--- src/rtl/spectrum_byte_streamer_pkg.sv ---
// rtl/spectrum_byte_streamer_pkg.sv - shared types and constants for the spectrum byte streamer
package spectrum_stream_pkg;

    typedef enum logic [1:0] {
        IDLE    = 2'd0,
        HDR     = 2'd1,
        PAYLOAD = 2'd2
    } stream_state_t;

    localparam int HDR_BYTES = 2;
    localparam int SEQ_W     = 16;
    localparam int DROP_W    = 16;

endpackage

--- src/rtl/spectrum_byte_streamer_if.sv ---
// rtl/spectrum_byte_streamer_if.sv - byte-wide stream interface toward the packetizer
interface spectrum_byte_streamer_if #(
    parameter int N_out = 8
);
    logic [N_out-1:0] tdata;
    logic             tvalid;
    logic             tready;
    logic             tlast;

    modport master (
        output tdata,
        output tvalid,
        output tlast,
        input  tready
    );

    modport slave (
        input  tdata,
        input  tvalid,
        input  tlast,
        output tready
    );
endinterface

--- src/rtl/spectrum_byte_streamer.sv ---
// rtl/spectrum_byte_streamer.sv - snapshots a spectrum and streams seq header plus payload bytes
module spectrum_byte_streamer
    import spectrum_stream_pkg::*;
#(
    parameter int BINS   = 4,
    parameter int N      = 16,
    parameter int N_out  = 8,
    localparam int NBYTES = BINS * N / N_out
) (
    input  logic                         clk,
    input  logic                         arest_n,
    input  logic                         valid,
    input  logic [NBYTES-1:0][N_out-1:0] in_data,
    spectrum_byte_streamer_if.master     m,
    output logic                         busy,
    output logic [DROP_W-1:0]            drop_count
);

    localparam int CNT_W    = $clog2(NBYTES + HDR_BYTES);
    localparam int LAST_IDX = NBYTES + HDR_BYTES - 1;

    if ((N % N_out) != 0) begin : g_width_check
        $error("spectrum_byte_streamer: N must be a multiple of N_out");
    end

    stream_state_t                state;
    logic [NBYTES-1:0][N_out-1:0] snapshot;
    logic [CNT_W-1:0]             cnt;
    logic [SEQ_W-1:0]             seq;

    logic [CNT_W-1:0] next_idx;
    logic [N_out-1:0] next_byte;
    logic [SEQ_W-1:0] seq_next;
    logic [SEQ_W-1:0] cap_seq;
    logic             accept;
    logic             last_accept;
    logic             drop;

    // Next byte to present after an accepted beat, plus capture/drop decisions
    always_comb begin
        next_idx    = cnt + 1'b1;
        seq_next    = seq + 1'b1;
        accept      = m.tvalid && m.tready;
        last_accept = accept && (cnt == CNT_W'(LAST_IDX));
        // A back-to-back capture already carries the incremented sequence number
        cap_seq     = (state == IDLE) ? seq : seq_next;
        drop        = valid && (state != IDLE) && !last_accept;
        next_byte   = '0;
        if (next_idx == CNT_W'(1)) begin
            next_byte = N_out'(seq[SEQ_W/2-1:0]);
        end
        for (int i = 0; i < NBYTES; i++) begin
            if (next_idx == CNT_W'(i + HDR_BYTES)) begin
                next_byte = snapshot[i];
            end
        end
    end

    // Frame FSM with registered stream outputs and busy flag
    always_ff @(posedge clk or negedge arest_n) begin
        if (!arest_n) begin
            state    <= IDLE;
            snapshot <= '0;
            cnt      <= '0;
            seq      <= '0;
            m.tdata  <= '0;
            m.tvalid <= 1'b0;
            m.tlast  <= 1'b0;
            busy     <= 1'b0;
        end else begin
            case (state)
                IDLE: begin
                    if (valid) begin
                        snapshot <= in_data;
                        cnt      <= '0;
                        m.tdata  <= N_out'(cap_seq[SEQ_W-1:SEQ_W/2]);
                        m.tvalid <= 1'b1;
                        m.tlast  <= 1'b0;
                        busy     <= 1'b1;
                        state    <= HDR;
                    end
                end
                HDR, PAYLOAD: begin
                    if (last_accept) begin
                        seq <= seq_next;
                        if (valid) begin
                            snapshot <= in_data;
                            cnt      <= '0;
                            m.tdata  <= N_out'(cap_seq[SEQ_W-1:SEQ_W/2]);
                            m.tlast  <= 1'b0;
                            state    <= HDR;
                        end else begin
                            m.tvalid <= 1'b0;
                            m.tlast  <= 1'b0;
                            busy     <= 1'b0;
                            state    <= IDLE;
                        end
                    end else if (accept) begin
                        cnt     <= next_idx;
                        m.tdata <= next_byte;
                        m.tlast <= (next_idx == CNT_W'(LAST_IDX));
                        if (cnt == CNT_W'(HDR_BYTES - 1)) begin
                            state <= PAYLOAD;
                        end
                    end
                end
                default: begin
                    state    <= IDLE;
                    m.tvalid <= 1'b0;
                    m.tlast  <= 1'b0;
                    busy     <= 1'b0;
                end
            endcase
        end
    end

    // Saturating count of spectra discarded while a frame is in flight
    always_ff @(posedge clk or negedge arest_n) begin
        if (!arest_n) begin
            drop_count <= '0;
        end else if (drop && (drop_count != '1)) begin
            drop_count <= drop_count + 1'b1;
        end
    end

endmodule
--- src/flat_wrapper.sv ---
// flat-port wrapper written by rule: the top's interface ports become plain ports
module spectrum_byte_streamer_flat import spectrum_stream_pkg::*;
#(
    parameter int BINS   = 4,
    parameter int N      = 16,
    parameter int N_out  = 8,
    localparam int NBYTES = BINS * N / N_out
)
  (clk, arest_n, valid, in_data, busy, drop_count, m_tdata, m_tvalid, m_tlast, m_tready);
  spectrum_byte_streamer_if #(.N_out(N_out)) m_i ();
  input  logic clk;
  input  logic arest_n;
  input  logic valid;
  input  logic [NBYTES-1:0][N_out-1:0] in_data;
  output logic busy;
  output logic [DROP_W-1:0] drop_count;
  output wire logic [$bits(m_i.tdata)-1:0] m_tdata;
  output wire logic [$bits(m_i.tvalid)-1:0] m_tvalid;
  output wire logic [$bits(m_i.tlast)-1:0] m_tlast;
  input wire logic [$bits(m_i.tready)-1:0] m_tready;
  assign m_tdata = m_i.tdata;
  assign m_tvalid = m_i.tvalid;
  assign m_tlast = m_i.tlast;
  assign m_i.tready = m_tready;
  spectrum_byte_streamer #(.BINS(BINS), .N(N), .N_out(N_out)) u_core (.clk(clk), .arest_n(arest_n), .valid(valid), .in_data(in_data), .m(m_i), .busy(busy), .drop_count(drop_count));
endmodule
--- config.mk ---
export PLATFORM = sky130hd
export DESIGN_NAME = spectrum_byte_streamer_flat
export DESIGN_NICKNAME = d
export VERILOG_FILES = /design/src/rtl/spectrum_byte_streamer_pkg.sv /design/src/rtl/spectrum_byte_streamer_if.sv /design/src/rtl/spectrum_byte_streamer.sv /design/src/flat_wrapper.sv
export SDC_FILE = /design/constraint.sdc
export NUM_CORES = 1
export LEC_CHECK = 0
export BUFFER_PORTS_ARGS = -buffer_cell sky130_fd_sc_hd__buf_4
export CAP_MARGIN = 10
export CORE_ASPECT_RATIO = 2
export CORE_UTILIZATION = 50
export DETAILED_ROUTE_END_ITERATION = 16
export PLACE_DENSITY = 0.72
export SLEW_MARGIN = 10
export SYNTH_ARGS = -nofsm -noshare
export SYNTH_HDL_FRONTEND = slang
export SYNTH_SLANG_ARGS = --single-unit
--- constraint.sdc ---
create_clock -name clk -period 5.9 [get_ports clk]
set_clock_uncertainty 0.05 [all_clocks]
set_input_delay 1.18 -clock clk [delete_from_list [all_inputs] [get_ports clk]]
set_output_delay 1.18 -clock clk [all_outputs]
set_load 0.01 [all_outputs]
# [Word level (Yosys, flattened, before mapping)]
# Cells that the tools add are included.
[op_classes] n_eq_ne=19 n_reduce_logical=16 add_sub_neg=3 n_mux=35
[op_table] cell="$mux W64" n=2
[op_table] cell="$pmux W64 S2" n=1
[op_table] cell="$mux W8" n=12
[op_table] cell="$add A16 B1 Y16 const B" n=2
[op_table] cell="$eq A4 B3 Y1 const B" n=4
[op_table] cell="$mux W16" n=1
[op_table] cell="$ne A16 B16 Y1 const B" n=1
[op_table] cell="$pmux W8 S2" n=1
[op_table] cell="$eq A4 B4 Y1 const B" n=3
[op_table] cell="$mux W4" n=3
[op_table] cell="$eq A4 B1 Y1 const B" n=2
[op_table] cell="$eq A4 B2 Y1 const B" n=2
[op_table] cell="$mux W2" n=4
[op_table] cell="$pmux W4 S2" n=1
[op_table] cell="$reduce_and A2 Y1" n=4
[op_table] cell="$mux W1" n=7
[op_table] cell="$ne A3 B1 Y1 const B" n=2
[op_table] cell="$reduce_and A3 Y1" n=2
[op_table] cell="$logic_and A1 B1 Y1" n=5
[op_table] cell="$add A4 B1 Y4 const B" n=1
[op_table] cell="$ne A2 B2 Y1 const B" n=2
[op_table] cell="$pmux W1 S2" n=2
[op_table] cell="$pmux W2 S2" n=1
[op_table] cell="$reduce_bool A2 Y1" n=2
[op_table] cell="other kinds (6)" n=6
[totals] out_inout_bits=27 elab_cells=88 reg_bits=112

# [Longest topological paths before layout]
[logic_depth] word_depth=14 mapped_depth=11 depth_no_buf=8

# [Least setup slack after synthesis]
# Ideal clock, no wire load.
[synth_path] path_type="input to register" start="in m_tready" end="reg u_core.snapshot[16] in the netlist's numbering" t_arrival_ns=2.603 setup_ns=0.127 path_slack_ns=3.120 path_buffers=3 path_stages=7 cell_sequence="nand2_1 -> or3_1 -> buf_2 -> a21oi_4 -> buf_6 -> buf_6 -> mux2_1"
[synth_between] elab_chain_cells=4
[synth_lines] element="start: declaration" line="flat_wrapper.sv:20" rtl="input wire logic [$bits(m_i.tready)-1:0] m_tready;"
[synth_lines] element="$logic_and A1 B1 Y1" line="spectrum_byte_streamer.sv:43" rtl="accept = m.tvalid && m.tready;"
[synth_lines] element="$logic_and A1 B1 Y1" line="spectrum_byte_streamer.sv:44" rtl="last_accept = accept && (cnt == CNT_W'(LAST_IDX));"
[synth_lines] element="$ne A2 B1 Y1 (no source line)"
[synth_lines] element="$reduce_and A2 Y1 (no source line)"
[synth_lines] element="end signal: assignment" line="spectrum_byte_streamer.sv:74" rtl="snapshot <= in_data;"
[synth_lines] element="end signal: assignment" line="spectrum_byte_streamer.sv:87" rtl="snapshot <= in_data;"
[synth_lines] element="end: declaration" line="spectrum_byte_streamer.sv:27" rtl="logic [NBYTES-1:0][N_out-1:0] snapshot;"
# Every way passes these cells.
# A chain may end at the register's enable or synchronous reset.

# [Worst setup path in the final report]
[layout_path] start="reg u_core.cnt[1]" end="reg u_core.snapshot[61] in the netlist's numbering"
[layout_between] elab_chain_cells=4
[layout_lines] element="start: declaration" line="spectrum_byte_streamer.sv:28" rtl="logic [CNT_W-1:0] cnt;"
[layout_lines] element="start signal: assignment" line="spectrum_byte_streamer.sv:99" rtl="cnt <= next_idx;"
[layout_lines] element="$eq A4 B4 Y1" line="spectrum_byte_streamer.sv:44"
[layout_lines] element="$logic_and A1 B1 Y1" line="spectrum_byte_streamer.sv:44"
[layout_lines] element="$ne A2 B1 Y1 (no source line)"
[layout_lines] element="$reduce_and A2 Y1 (no source line)"
# Every way passes these cells.

==> flow_metrics.tcl <==
set metrics [dict create \
    nets 714 \
    hold_path.startpoint "u_core.snapshot[24]" \
    rsz0062_at_grt "false" \
    synth_seq_cells 112 \
    drive_gt1_share_pct 25.5 \
    use_met3_pct 3.45 \
    cap_violations 0 \
    port_buffers 94 \
    ios 95 \
    cts.clk_slew.worst_paths_ns 0.07 \
    antenna_found_initial 0 \
    grt_max_degree 61 \
    synth_top_area_cell "dfrtp_1" \
    grt_usage_pct 27.0 \
    hold_buffers 0 \
    fmax_mhz 295 \
    period_share_pct 57.4 \
    hold_depth 1 \
    via_per_inst 6.06 \
    drt_iter0_drc 353 \
    ys_warn_count 0 \
    hold_viol_final 0 \
    gr-usage-met2_pct 48.9 \
    setup_viol 0 \
    worstSetupStartpointType "register" \
    die_area_mm2 0.0123 \
    grtUsageMet1_pct 30.1 \
    diodes 0 \
    setup_tns_ns 0 \
    dieWidth_um 79.0 \
    crit_type "reg2reg" \
    grt_first_pass_wirelength_um 25500 \
    synth_area_per_cell_um2 10.6 \
    grt_pass1_vias 4988 \
    async_reset_ff_share_pct 100 \
    synth_area_mm2 0.00593 \
    drtAntennaViolNets 0 \
    post-cts-setup-buffers 0 \
    holdPathEnd "u_core.snapshot[24]" \
    worstPathArrival_ns 3.57 \
    vias 4761 \
    fin_util_pct 61.2 \
    power.leakage_uw 0.00305 \
    hpwl_um 11900 \
    syn_inst 561 \
    hold_class "reg2reg" \
    fin_ws_ns 2.51 \
    cts_buffers 9 \
    grt_remaining_overflow 0 \
    period_needed_ns 3.39 \
    cp-end-kind "register" \
    row_count 55 \
    r2r_cells 8 \
    power_uw 3510 \
    rrSetupSlack_ns 2.51 \
    outcome "finished clean" \
    start_util_pct 51.9 \
    placed_cell_area_mm2 0.00666 \
    root_buffer "clkbuf_16" \
    synth_area_leaders "dfrtp_1 47%, mux2_2 7.4%, mux2_1 4.6%" \
    fin_area_mm2 0.00700 \
    worstMarginPinSlew_ns 1.05 \
    grt-busiest-layer "met2" \
    post_drt_wl_per_cell_um 19.9 \
    synthDistinctLibCells 68 \
    yosys_most_used_dff "dfrtp_1" \
    dp_slack_ns 2.23 \
    drcViolationCount 0 \
    crit-reg2reg-launch "u_core.cnt[1]" \
    required_ns 6.08 \
    ctsResizeCount 0 \
    synthToLayoutAreaGrowth_pct 18.0 \
    clk_path_buf_depth 2 \
    clock-sinks 112 \
    vdd_drop_max_mv 0.255 \
    cts_tree "yes" \
    cp_max_fo 57 \
    core_mm2 0.0114 \
    die_y_um 156 \
    final_max_slew_viol_count 0 \
    r2r-end "u_core.snapshot[61]" \
    slew_headroom_pct 29.8 \
    h-tree-depth 3 \
    yosysSeqAreaShare_pct 47.3 \
    totalWireLength_um 15600 \
    syn-num-nets 637 \
    power_density_mw_per_mm2 501 \
    first_pass_iters 5 \
    clock_latency_ns 0.35 \
    synth_top_area_share_pct 47.3 \
    place_congestion 0.923 \
    synth-edff-count 0 \
]
==> kinds of logic (layout without fill, tap and decap cells) <==
logic type / Yosys count / count (layout) / share of synthesized area [%]
XOR/XNOR: 37 / 37 / 5.46
buffers and inverters: 47 / 129 / 4.03
AO/OA/AOI/OAI: 129 / 129 / 15.1
AND/OR/NAND/NOR: 164 / 164 / 14.3
multiplexers: 64 / 64 / 12.1
flip-flops: 112 / 112 / 47.3
adder cells (fa/ha/maj): 8 / 8 / 1.69
==> through the flow <==
stage               instances  hold WS, ns
floorplan                 561        0.399
global placement          769        0.415
detailed placement        769        0.423
CTS                       785        0.440
global route              785        0.459
finish                    785        0.438
==> metal layers <==
layer	vias up	wire length [um]
li1	2201	-
met1	2338	5780
met2	173	8370
met3	49	688
met4	0	768
met5	-	0
==> power breakdown <==
part	internal [uW]	switching (uW)
Sequential	1070	235
Clock	390	290
Combinational	681	845
==> synthesized netlist by cell type (5+ instances only) <==
cell,instances
dfrtp_1,112
nand2_1,58
mux2_2,39
a21oi_1,35
xnor2_1,28
mux2_1,24
nor2_1,23
o21ai_0,21
inv_1,15
nand4_1,15
nor3_1,12
buf_2,11
o211ai_1,11
nand3_1,10
clkbuf_1,9
xor2_1,9
ha_1,8
nor2b_1,8
and4_1,6
a21o_1,5
a22oi_1,5
buf_4,5
nand3b_1,5
nor4_1,5
o21a_1,5
==> layout make-up <==
class | instances | area, um^2
Clock buffer | 10 | 239
Clock inverter | 6 | 96.3
Fill cell | 996 | 4430
Inverter | 15 | 56.3
Multi-Input combinational cell | 402 | 2890
Sequential cell | 112 | 2800
Tap cell | 142 | 178
Timing Repair Buffer | 98 | 736
==> flip-flops by register name (all words and copies together) (netlist names) <==
register,flops
u_core.m.tvalid,1
u_core.seq,16
u_core.m.tdata,8
u_core.state,2
u_core.cnt,4
u_core.snapshot,64
u_core.drop_count,16
u_core.m.tlast,1
==> worst max path at each step <==
stage | from | endpoint | slack (ns)
floorplan | m_tready | u_core.snapshot[16] | 3.12
detailed placement | m_tready | u_core.snapshot[14] | 2.23
global route | u_core.cnt[1] | u_core.snapshot[22] | 2.32
finish | u_core.cnt[1] | u_core.snapshot[61] | 2.51
global placement | m_tready | u_core.snapshot[15] | 2.28
CTS | u_core.cnt[1] | u_core.snapshot[22] | 2.50
==> critical path, stage by stage (launching register included) <==
cell	delay, ns
dfrtp_1	0.48
inv_1	0.12
ha_1	0.14
buf_4	0.31
nand3b_4	0.15
or3_1	0.49
a21oi_4	0.44
buf_4	0.63
mux2_2	0.41
==> layout by cell type (no fill, tap or decap), types with 9 or more instances in the layout <==
cell type,n
nand2_1,58
buf_4,98
nor2_1,23
nand4_1,15
clkbuf_16,9
nor3_1,12
mux2_2,39
a21oi_1,35
nand3_1,10
o211ai_1,11
xnor2_1,28
inv_1,15
mux2_1,24
o21ai_0,21
dfrtp_1,112
xor2_1,9
Power figures use the tool's default switching activity.
